===== src/rtl/led_matrix_pkg.sv =====
// Shared types for the row-scanning LED matrix driver.
package led_matrix_pkg;

  typedef enum logic [1:0] {
    ST_IDLE  = 2'd0,
    ST_BLANK = 2'd1,
    ST_DRIVE = 2'd2
  } scan_state_t;

  // Index width that stays legal for single-entry dimensions.
  function automatic int idx_w(input int n);
    return (n > 1) ? $clog2(n) : 1;
  endfunction

endpackage


===== src/rtl/led_pwm_timebase.sv =====
// Scan sequencer: prescaler, PWM slot counter, row counter and IDLE/BLANK/DRIVE FSM.
// Outputs are combinational from the current state; the caller registers them.
module led_pwm_timebase
  import led_matrix_pkg::*;
#(
  parameter int ROWS     = 8,
  parameter int PWM_BITS = 3,
  parameter int PRESCALE = 4
) (
  input  logic                     clk,
  input  logic                     rst_n,
  input  logic                     ena,
  output logic [idx_w(ROWS)-1:0]   row,
  output logic [PWM_BITS-1:0]      pwm_cnt,
  output logic                     drive,
  output logic                     first,
  output logic                     frame_end
);

  localparam int ROW_W   = idx_w(ROWS);
  localparam int PRESC_W = idx_w(PRESCALE);
  localparam logic [PRESC_W-1:0] PRESC_MAX = PRESC_W'(PRESCALE - 1);
  localparam logic [ROW_W-1:0]   ROW_MAX   = ROW_W'(ROWS - 1);

  scan_state_t        state, state_nxt;
  logic [PRESC_W-1:0] presc_cnt;
  logic               slot_wrap, row_wrap;

  assign slot_wrap = (state == ST_DRIVE) && (presc_cnt == PRESC_MAX);
  assign row_wrap  = slot_wrap && (&pwm_cnt);

  always_ff @(posedge clk or negedge rst_n) begin
    if (!rst_n) state <= ST_IDLE;
    else        state <= state_nxt;
  end

  always_comb begin
    state_nxt = state;
    case (state)
      ST_IDLE:  if (ena) state_nxt = ST_BLANK;
      ST_BLANK: state_nxt = ST_DRIVE;
      ST_DRIVE: if (row_wrap) state_nxt = ST_BLANK;
      default:  state_nxt = ST_IDLE;
    endcase
    if (!ena) state_nxt = ST_IDLE;
  end

  always_comb begin
    drive     = (state == ST_DRIVE);
    first     = drive && (row == '0) && (pwm_cnt == '0) && (presc_cnt == '0);
    frame_end = row_wrap && (row == ROW_MAX) && ena;
  end

  // Counters only move while driving; dropping ena parks them at zero.
  always_ff @(posedge clk or negedge rst_n) begin
    if (!rst_n) begin
      presc_cnt <= '0;
      pwm_cnt   <= '0;
      row       <= '0;
    end else if (!ena) begin
      presc_cnt <= '0;
      pwm_cnt   <= '0;
      row       <= '0;
    end else if (state == ST_DRIVE) begin
      if (slot_wrap) begin
        presc_cnt <= '0;
        pwm_cnt   <= pwm_cnt + 1'b1;
        if (row_wrap) row <= (row == ROW_MAX) ? '0 : row + 1'b1;
      end else begin
        presc_cnt <= presc_cnt + 1'b1;
      end
    end
  end

endmodule


===== src/rtl/led_matrix_scan_pwm.sv =====
// Row-scanned LED matrix with per-pixel PWM and double-buffered frame store.
// All outputs registered one cycle behind the scan state; swaps only at frame end.
module led_matrix_scan_pwm
  import led_matrix_pkg::*;
#(
  parameter int ROWS     = 8,
  parameter int COLS     = 8,
  parameter int PWM_BITS = 3,
  parameter int PRESCALE = 4
) (
  input  logic                    clk,
  input  logic                    rst_n,
  input  logic                    ena,
  input  logic                    wr_en,
  input  logic [idx_w(ROWS)-1:0]  wr_row,
  input  logic [idx_w(COLS)-1:0]  wr_col,
  input  logic [PWM_BITS-1:0]     wr_level,
  input  logic                    swap_req,
  output logic [ROWS-1:0]         row_sel,
  output logic [COLS-1:0]         col_on,
  output logic                    frame_start,
  output logic                    swap_done
);

  localparam int ROW_W = idx_w(ROWS);

  logic [PWM_BITS-1:0] bank [2][ROWS][COLS];
  logic                buf_sel, swap_pending, do_swap;
  logic [ROW_W-1:0]    row;
  logic [PWM_BITS-1:0] pwm_cnt;
  logic                drive, first, frame_end;
  logic [ROWS-1:0]     row_nxt;
  logic [COLS-1:0]     col_nxt;

  led_pwm_timebase #(
    .ROWS     (ROWS),
    .PWM_BITS (PWM_BITS),
    .PRESCALE (PRESCALE)
  ) u_timebase (
    .clk       (clk),
    .rst_n     (rst_n),
    .ena       (ena),
    .row       (row),
    .pwm_cnt   (pwm_cnt),
    .drive     (drive),
    .first     (first),
    .frame_end (frame_end)
  );

  // Writes always target the bank that is back before this edge.
  always_ff @(posedge clk or negedge rst_n) begin
    if (!rst_n) begin
      for (int b = 0; b < 2; b++)
        for (int r = 0; r < ROWS; r++)
          for (int c = 0; c < COLS; c++)
            bank[b][r][c] <= '0;
    end else if (wr_en && (int'(wr_row) < ROWS) && (int'(wr_col) < COLS)) begin
      bank[~buf_sel][wr_row][wr_col] <= wr_level;
    end
  end

  assign do_swap = frame_end && (swap_pending || swap_req);

  always_ff @(posedge clk or negedge rst_n) begin
    if (!rst_n) begin
      buf_sel      <= 1'b0;
      swap_pending <= 1'b0;
      swap_done    <= 1'b0;
    end else begin
      swap_done <= do_swap;
      if (do_swap) begin
        buf_sel      <= ~buf_sel;
        swap_pending <= 1'b0;
      end else if (swap_req) begin
        swap_pending <= 1'b1;
      end
    end
  end

  always_comb begin
    row_nxt      = '0;
    row_nxt[row] = drive;
    col_nxt      = '0;
    for (int c = 0; c < COLS; c++)
      col_nxt[c] = drive && (bank[buf_sel][row][c] > pwm_cnt);
  end

  always_ff @(posedge clk or negedge rst_n) begin
    if (!rst_n) begin
      row_sel     <= '0;
      col_on      <= '0;
      frame_start <= 1'b0;
    end else begin
      row_sel     <= row_nxt;
      col_on      <= col_nxt;
      frame_start <= first;
    end
  end

endmodule

===== config.mk =====
export PLATFORM = sky130hd
export DESIGN_NAME = led_matrix_scan_pwm
export DESIGN_NICKNAME = d
export VERILOG_FILES = /design/src/rtl/led_matrix_pkg.sv /design/src/rtl/led_pwm_timebase.sv /design/src/rtl/led_matrix_scan_pwm.sv
export SDC_FILE = /design/constraint.sdc
export NUM_CORES = 1
export LEC_CHECK = 0
export ABC_CLOCK_PERIOD_IN_PS = 6000
export CAP_MARGIN = 20
export CELL_PAD_IN_SITES_DETAIL_PLACEMENT = 1
export CELL_PAD_IN_SITES_GLOBAL_PLACEMENT = 1
export CORE_MARGIN = 2
export CORE_UTILIZATION = 55
export CTS_BUF_LIST = sky130_fd_sc_hd__clkbuf_4
export DETAILED_ROUTE_END_ITERATION = 16
export PLACE_DENSITY_LB_ADDON = 0.1
export REMOVE_ABC_BUFFERS = 1
export SYNTH_ARGS = -nofsm -noshare
export SYNTH_HDL_FRONTEND = slang
export SYNTH_SLANG_ARGS = --single-unit

===== constraint.sdc =====
create_clock -name clk -period 6 [get_ports clk]
set_input_delay 0.6 -clock clk [delete_from_list [all_inputs] [get_ports clk]]
set_output_delay 0.6 -clock clk [all_outputs]
set_load 0.005 [all_outputs]

---- Yosys cells after proc, flatten, opt, wreduce, memory -nomap -nowiden ----
Index checks and enable logic that the tools add are counted.
storage, ports and cells
  bits in registers ....................... 414
  output and inout port bits .............. 18
  logic and storage cells ................. 234
operators by class
  add/sub/neg operators ................... 3
  magnitude comparators ................... 18
  equal/unequal tests ..................... 8
  mux-type cells .......................... 31
  bitwise logic cells ..................... 7
  reduce and logical (&&, ||, !) cells .... 29
operator list
  kind                                                 count
  2-to-1 mux 192 bit                                   4
  bitwise mux 384 bit                                  1
  demux 192 bit (select 1 bit)                         1
  binary-select mux 24 bit (select 3 bit)              1
  demux 24 bit (select 3 bit)                          1
  2-to-1 mux 24 bit                                    3
  2-to-1 mux 3 bit                                     9
  greater-than comparator 3 bit                        8
  logical AND 1 bit                                    20
  >= comparator 4 bit (second input constant)          3
  NOT 3 -> 4 bit                                       3
  2-to-1 mux 2 bit                                     5
  demux 3 bit (select 3 bit)                           1
  AND 8 bit                                            1
  < comparator 4 x 1 -> 1 bit (second input constant)  2
  adder 3 x 1 -> 3 bit (second input constant)         2
  zero test 3 bit                                      2
  != test 2 x 1 -> 1 bit (second input constant)       3
  one-hot mux 2 bit (3 select lines)                   1
  AND reduction 3 bit                                  2
  == test 2 bit (second input constant)                2
  >= comparator 2 bit (second input constant)          2
  zero test 2 bit                                      2
  < comparator 3 x 4 -> 1 bit (second input constant)  1
  other kinds (13)                                     16

---- Logic depth before layout (Yosys ltp) ----
Gate-level depths: netlist (run 1).
  depth in word-level cells ............... 10
  gate-level depth with buffers ........... 11
  gate-level depth less buffers ........... 7

---- By module ----
From an unflattened synthesis (run 1), not the netlist that was laid out.
unflattened totals
  cell total of the unflattened synthesis .. 1391
  area, all modules ....................... 19789.0 µm²
by module, submodules not included
  module               instances  cells each  area an instance (µm²)  seq. area each (µm²)
  led_matrix_scan_pwm  1          1330        19179.6                 10109.7
  led_pwm_timebase     1          61          609.3                   250.2

---- Worst setup path before layout (run 1) ----
OpenSTA, ideal clock, no wires.
  kind .................................... register to register
  from .................................... reg buf_sel
  to ...................................... reg col_on[1]
  library setup time ...................... 0.119 ns
  arrival ................................. 2.422 ns
  required time ........................... 5.881 ns
  path slack .............................. 3.460 ns
  cell stages (with the launch flop) ...... 11
  cells stage by stage .................... dfrtp_1 -> buf_2 -> buf_4 -> buf_2 -> mux4_2 -> a22oi_1 -> nand2_1 -> ha_1 -> nor2b_1 -> o21a_1 -> o21a_1
between the ends
  longest elaborated chain between the ends .. 9
RTL lines
  item                                                   RTL line                   RTL
  start, declared                                        led_matrix_scan_pwm.sv:28  logic buf_sel, swap_pending, do_swap;
  start signal, assigned                                 led_matrix_scan_pwm.sv:72  buf_sel <= ~buf_sel;
  NOT 1 -> 2 bit (implied by the code)                   led_matrix_scan_pwm.sv:85  col_nxt[c] = drive && (bank[buf_sel][row][c] > pwm_cnt);
  2-to-1 mux 192 bit (implied by the code) (3 in a row)  led_matrix_scan_pwm.sv:85
  binary-select mux 24 bit (select 3 bit)                led_matrix_scan_pwm.sv:85
  2-to-1 mux 24 bit (2 in a row)                         --
  greater-than comparator 3 bit                          led_matrix_scan_pwm.sv:85
  logical AND 1 bit                                      led_matrix_scan_pwm.sv:85
  net col_nxt[1]                                         led_matrix_scan_pwm.sv:33  logic [COLS-1:0] col_nxt;
  end signal, assigned                                   led_matrix_scan_pwm.sv:95  col_on <= col_nxt;
  end, declared                                          led_matrix_scan_pwm.sv:20  output logic [COLS-1:0] col_on,
The timed path passes the listed nets, and every way through them passes these cells. The select of a mux whose other input is x is not followed.
A chain may end at the register's enable or synchronous reset.

---- Worst setup path after layout (run 1) ----
  from .................................... reg buf_sel
  to ...................................... reg col_on[2]
Same word-level chain as after synthesis.

==> results of run 1 <==
per-stage QoR:
stage                     cells  worst slack, ns  area (µm²)  utilization  power, mW
after floorplan            1312            -1.75       19700            -       3.27
after global placement     1841             2.54       20900        0.573       3.47
after detailed placement   1841             2.48       20900        0.573       3.49
after CTS                  2038             2.56       22300        0.613       6.11
after global routing       2039             2.39       22400        0.613       6.31
final                      2040             2.60       22400        0.613       6.04
power groups by stage:
stage               logic [mW]  clock network (mW)  registers [mW]
CTS                      0.386                2.66            3.06
global placement         0.368                   0            3.10
finish                   0.382                2.60            3.06
global route             0.412                2.82            3.08
floorplan                0.199                   0            3.07
detailed placement       0.384                   0            3.11
placed cells by master, fill, tap and decap left out, types with 8 or more instances in the layout:
| cell | n |
|---|---|
| dfrtp_1 | 411 |
| mux2_2 | 380 |
| clkbuf_4 | 166 |
| mux4_2 | 64 |
| nor3_2 | 48 |
| mux2i_1 | 46 |
| nor3_1 | 45 |
| ha_1 | 32 |
| buf_4 | 31 |
| a22oi_1 | 28 |
| nand3_1 | 28 |
| clkdlybuf4s50_1 | 27 |
| mux2_4 | 24 |
| clkinv_1 | 22 |
| nor2b_1 | 18 |
| o21a_1 | 17 |
| nand2_1 | 16 |
| nand3b_1 | 12 |
| nor2_1 | 10 |
| a22o_1 | 10 |
| o22ai_1 | 10 |
| a221o_1 | 10 |
| o21ai_0 | 10 |
| a21oi_1 | 8 |
| a31oi_1 | 8 |
| or3_4 | 8 |
layout make-up:
class | instances | share of cell area
Antenna cell | 2 | 0.000224
Sequential cell | 414 | 0.464
Multi-Input combinational cell | 891 | 0.419
Timing Repair Buffer | 62 | 0.0254
Tap cell | 468 | 0.0262
Inverter | 7 | 0.00118
Clock buffer | 166 | 0.0558
Clock inverter | 30 | 0.00879
critical path, cell delays in order, from the launching register on:
cell and delay [ns]:
dfrtp_4 0.98, buf_4 0.62, mux4_2 0.61, a22o_1 0.20
nor2_1 0.23, ha_1 0.20, nor2b_1 0.05, o21a_1 0.16
o21a_1 0.17
per-layer routing:
metal / vias to the layer above / track usage / wire, µm
met3: 64 / 0.0474 / 2220
li1: 5504 / - / -
met4: 0 / 0.0985 / 1090
met1: 6965 / 0.412 / 24800
met5: - / 0 / 0
met2: 308 / 0.513 / 28200
registers in the layout, summed over array words and instances, names as in the netlist:
register / flops
row_sel: 8
u_timebase.state: 2
buf_sel: 1
col_on: 8
swap_pending: 1
swap_done: 1
u_timebase.row: 3
u_timebase.presc_cnt: 2
u_timebase.pwm_cnt: 3
bank: 384
frame_start: 1
path summary, 6_finish.rpt:
path                                     end  slack [ns]  cells after the start
worst max-delay path               col_on[2]        2.60                      8
worst min-delay path               bank[189]        0.37                      2
worst max register to register     col_on[2]        2.60                      8
worst min register to register  swap_pending        0.49                      2
max in group asynchronous          bank[196]        4.15                      3
min in group clk                   bank[323]        0.38                      2
kinds of logic after synthesis:
| group | Yosys count | share of synthesized area |
|---|---|---|
| AO/OA/AOI/OAI | 112 | 0.0404 |
| flip-flops | 414 | 0.511 |
| XOR/XNOR | 2 | 0.000864 |
| multiplexers | 514 | 0.323 |
| AND/OR/NAND/NOR | 231 | 0.0779 |
| adder cells (fa/ha/maj) | 32 | 0.0198 |
| buffers and inverters | 126 | 0.0272 |
==> impl_metrics.ini, run 1 <==
[yosys]
ys_types = 48
synth_area_leader_cell = dfrtp_1
avgSynthCellArea_um2 = 14.2
ys_async_sr_fraction = 1.00
syn_area_um2 = 20300
ys_seq_elements = 414
netlist.area_leader.share = 0.511
yosysWarnings = 0
yosysMostFrequentCell = dfrtp_1
yosys-top-cells-count = dfrtp_1, mux2_2, clkbuf_1
ys.flop_type = dfrtp_1
ys_top_cells_by_area = dfrtp_1, mux2_2, mux4_2, nor3_2, mux2i_1
synth.yosys.seq_area_share = 0.511
synth_edf_count = 0
netlist_instances = 1431

[clocking]
clk_pin_slew_ns = 0.08
cts_tree = done
clock_sinks = 414
clk_latency_ns = 0.83
root_buffer = clkbuf_4
cts.repair.resized = 0
cts_max_path_buffers = 3
cts_hold_buf = 1
cts_max_level = 3
numCtsBuffers = 110
postCtsSetupBuffers = 0

[worst_setup_path]
cp_data_arrival_time_ns = 4.11
r2r-start = buf_sel
startpoint = buf_sel
start_kind = flip-flop
crit_required_ns = 6.70
crit_type = reg2reg
critPathMaxFanout = 44
end_kind = flip-flop

[layout]
seq_area_um2 = 10400
multi_input_area_um2 = 9360
final_layout_size_suffix_gt1_frac = 0.476
area_delta_synth_final_pct = 10.3
fin_nets = 1532
fill_cells = 3488

[sta]
worst_pin_slew_ns = 1.18
fmax_mhz = 294
rsz0062_at_grt = false
fin_crit_sh = 0.567
layout_min_cycle_time_ns = 3.40
hold_viol = 0
slew_headroom = 0.209
setup_viol = 0
skew_ns = 0.0493
fin_setup_tns_ns = 0
final_max_slew_viol_count = 0
whs_ns = 0.371

[grt]
grt_max_degree = 145
grt_pass1_wl_mm = 87.6
grt_overflow = 0
grt_pass1_vias = 14100
antenna_found_initial = 1
grt_usage = 0.306

[run]
drv_cap = 0

[placement]
place_congestion = 0.783
io_buffers = 31
dp_hpwl_mm = 34.3

[routing]
vias_per_cell = 6.29
drt_iter0_markers = 675
drc = 0
vias = 12800
antenna_left = 0
post_drt_wl_per_cell_um = 27.6
first_pass_iters = 5
routed_wl_mm = 56.3

[power_and_ir_drop]
p_int_mw = 4.51
p_switching_mw = 1.53
p_comb_frac = 0.063
switching_share = 0.253
power_leakage_nw = 10.1
pwr-share-seq = 0.506
irDropWorstVdd_v = 0.000161
power.share.clock = 0.430
power_density_nw_per_um2 = 270

[die]
initial_utilization = 0.556
num_rows = 70
die_h_um = 196
fp.dieArea_um2 = 38400
num_io_pins = 32
fp.dieW_um = 196
coreArea_um2 = 36400

[min_path]
hp-class = in2async

[outcome]
outcome = completed
Note: power is estimated with default switching activity, not from simulation.
==> run 2, diff against run 1 <==
Settings changed: ABC_CLOCK_PERIOD_IN_PS 6000 to 3500.
Clock period 6 ns to 3.5 ns, I/O delays scaled along.
==> impl_metrics.ini, run 2 (same netlist as run 1, synthesis figures left out) <==
[clocking]
clk_latency_ns = 0.80
root_buffer = clkbuf_4
cts_max_level = 3
cts_tree = done
clk_pin_slew_ns = 0.06
cts_max_path_buffers = 3
clock_sinks = 414
numCtsBuffers = 109

[layout]
area_delta_synth_final_pct = 11.5
final_layout_size_suffix_gt1_frac = 0.481
fill_cells = 3468
final_cell_mix = dfrtp_1, mux2_2, clkbuf_4, buf_4, mux4_2
reg_top3 = bank x384, col_on x8, row_sel x8
layout_commonest_cell = dfrtp_1
fin_nets = 1573
stdcell_area_um2 = 22600
largest_reg_flops = 384
final_util = 0.620
regMostFlops = bank

[die]
coreArea_um2 = 36400
num_rows = 70
fp.dieW_um = 196
num_io_pins = 32
die_h_um = 196
initial_utilization = 0.556
fp.dieArea_um2 = 38400

[worst_setup_path]
cp_data_arrival_time_ns = 3.59
rr_endpoint = col_on[7]
cp.depth = 8
crit_slowest_cell = dfrtp_2
crit_type = reg2reg
rrSetupSlack_ns = 0.59
endpoint = col_on[7]
startpoint = u_timebase.row[2]
slowest_delay_ns = 0.95
start_kind = flip-flop
reg2regPathDepth = 8
critPathBufInv = 1
r2r-start = u_timebase.row[2]
cp_cell_sequence = buf_4 > mux4_2 > a22oi_1 > o21ai_0 > ha_1 > nor2b_1 > o21a_1 > o21a_1
end_kind = flip-flop
critPathMaxFanout = 30
cp_common_cell = o21a_1
crit_required_ns = 4.19
critPathTopFamily = flip-flops

[min_path]
hp-class = in2async

[routing]
drt_iter0_markers = 806
post_drt_wl_per_cell_um = 27.8
drc = 0
first_pass_iters = 5
vias_per_cell = 6.30
antenna_left = 0
routed_wl_mm = 57.6
vias = 13000

[power_and_ir_drop]
irDropWorstVdd_v = 0.000265
power_density_nw_per_um2 = 441
p_total_mw = 9.98
power_leakage_nw = 10.3

[sta]
skew_ns = 0.0346
worst_pin_slew_ns = 1.14
setup_viol = 0
layout_min_cycle_time_ns = 2.91
fin_setup_tns_ns = 0
final_max_slew_viol_count = 0
fmax_mhz = 344
fin_ws_ns = 0.595
rsz0062_at_grt = false
fin_crit_sh = 0.830
slew_headroom = 0.239
hold_viol = 0

[placement]
place_area_um2 = 21300
preCtsSetupSlack_ns = 0.507
dp_hpwl_mm = 36.6
place_congestion = 0.783
io_buffers = 31

[grt]
grt_pass1_wl_mm = 89.3
grt_usage = 0.311
grt_pass1_vias = 14500
antenna_found_initial = 1
grt_max_degree = 105
grt_overflow = 0

[outcome]
outcome = completed

[run]
drv_cap = 0
[run 2: metrics by stage]
| step | hold WS [ns] | std cells |
|---|---|---|
| floorplan | 0.0544 | 1312 |
| global placement | 0.443 | 1883 |
| detailed placement | 0.461 | 1883 |
| CTS | 0.130 | 2068 |
| global route | 0.144 | 2069 |
| finish | 0.173 | 2069 |
[run 2: worst min-delay path by stage]
stage / to / slack (ns) / cells after the start
2_1_floorplan: bank[0] / 0.05 / 0
6_report: bank[215] / 0.17 / 2
3_3_place_gp: bank[309] / 0.44 / 1
5_1_grt: swap_pending / 0.14 / 3
3_5_place_dp: bank[311] / 0.46 / 1
4_1_cts: swap_pending / 0.13 / 3
[run 2: cell type report]
cell class	count	area [µm²]	share of cell area
Antenna cell	1	2.50	0.000111
Sequential cell	414	10400	0.459
Clock inverter	33	151	0.00670
Timing Repair Buffer	104	983	0.0435
Multi-Input combinational cell	891	9360	0.414
Tap cell	468	586	0.0259
Inverter	7	26.3	0.00116
Clock buffer	151	1130	0.0501
[run 2: what timing repair did]
action	CTS	global route
setup buffers	0	0
endpoints found under the hold margin	97	0
gates resized for setup	0	0
setup endpoints to repair	0	0
hold buffers	1	0
[run 2: per-layer routing]
metal,global-route usage,vias to the layer above,wire (µm)
li1,-,5572,-
met1,0.421,7006,25100
met2,0.514,348,28300
met3,0.0588,110,2710
met4,0.0993,0,1540
met5,0,-,0
[run 2: report_power, final]
group / total [mW] / switching [mW] / internal [mW]
combinational: 0.690 / 0.396 / 0.295
clock: 4.04 / 2.00 / 2.04
sequential: 5.24 / 0.158 / 5.09
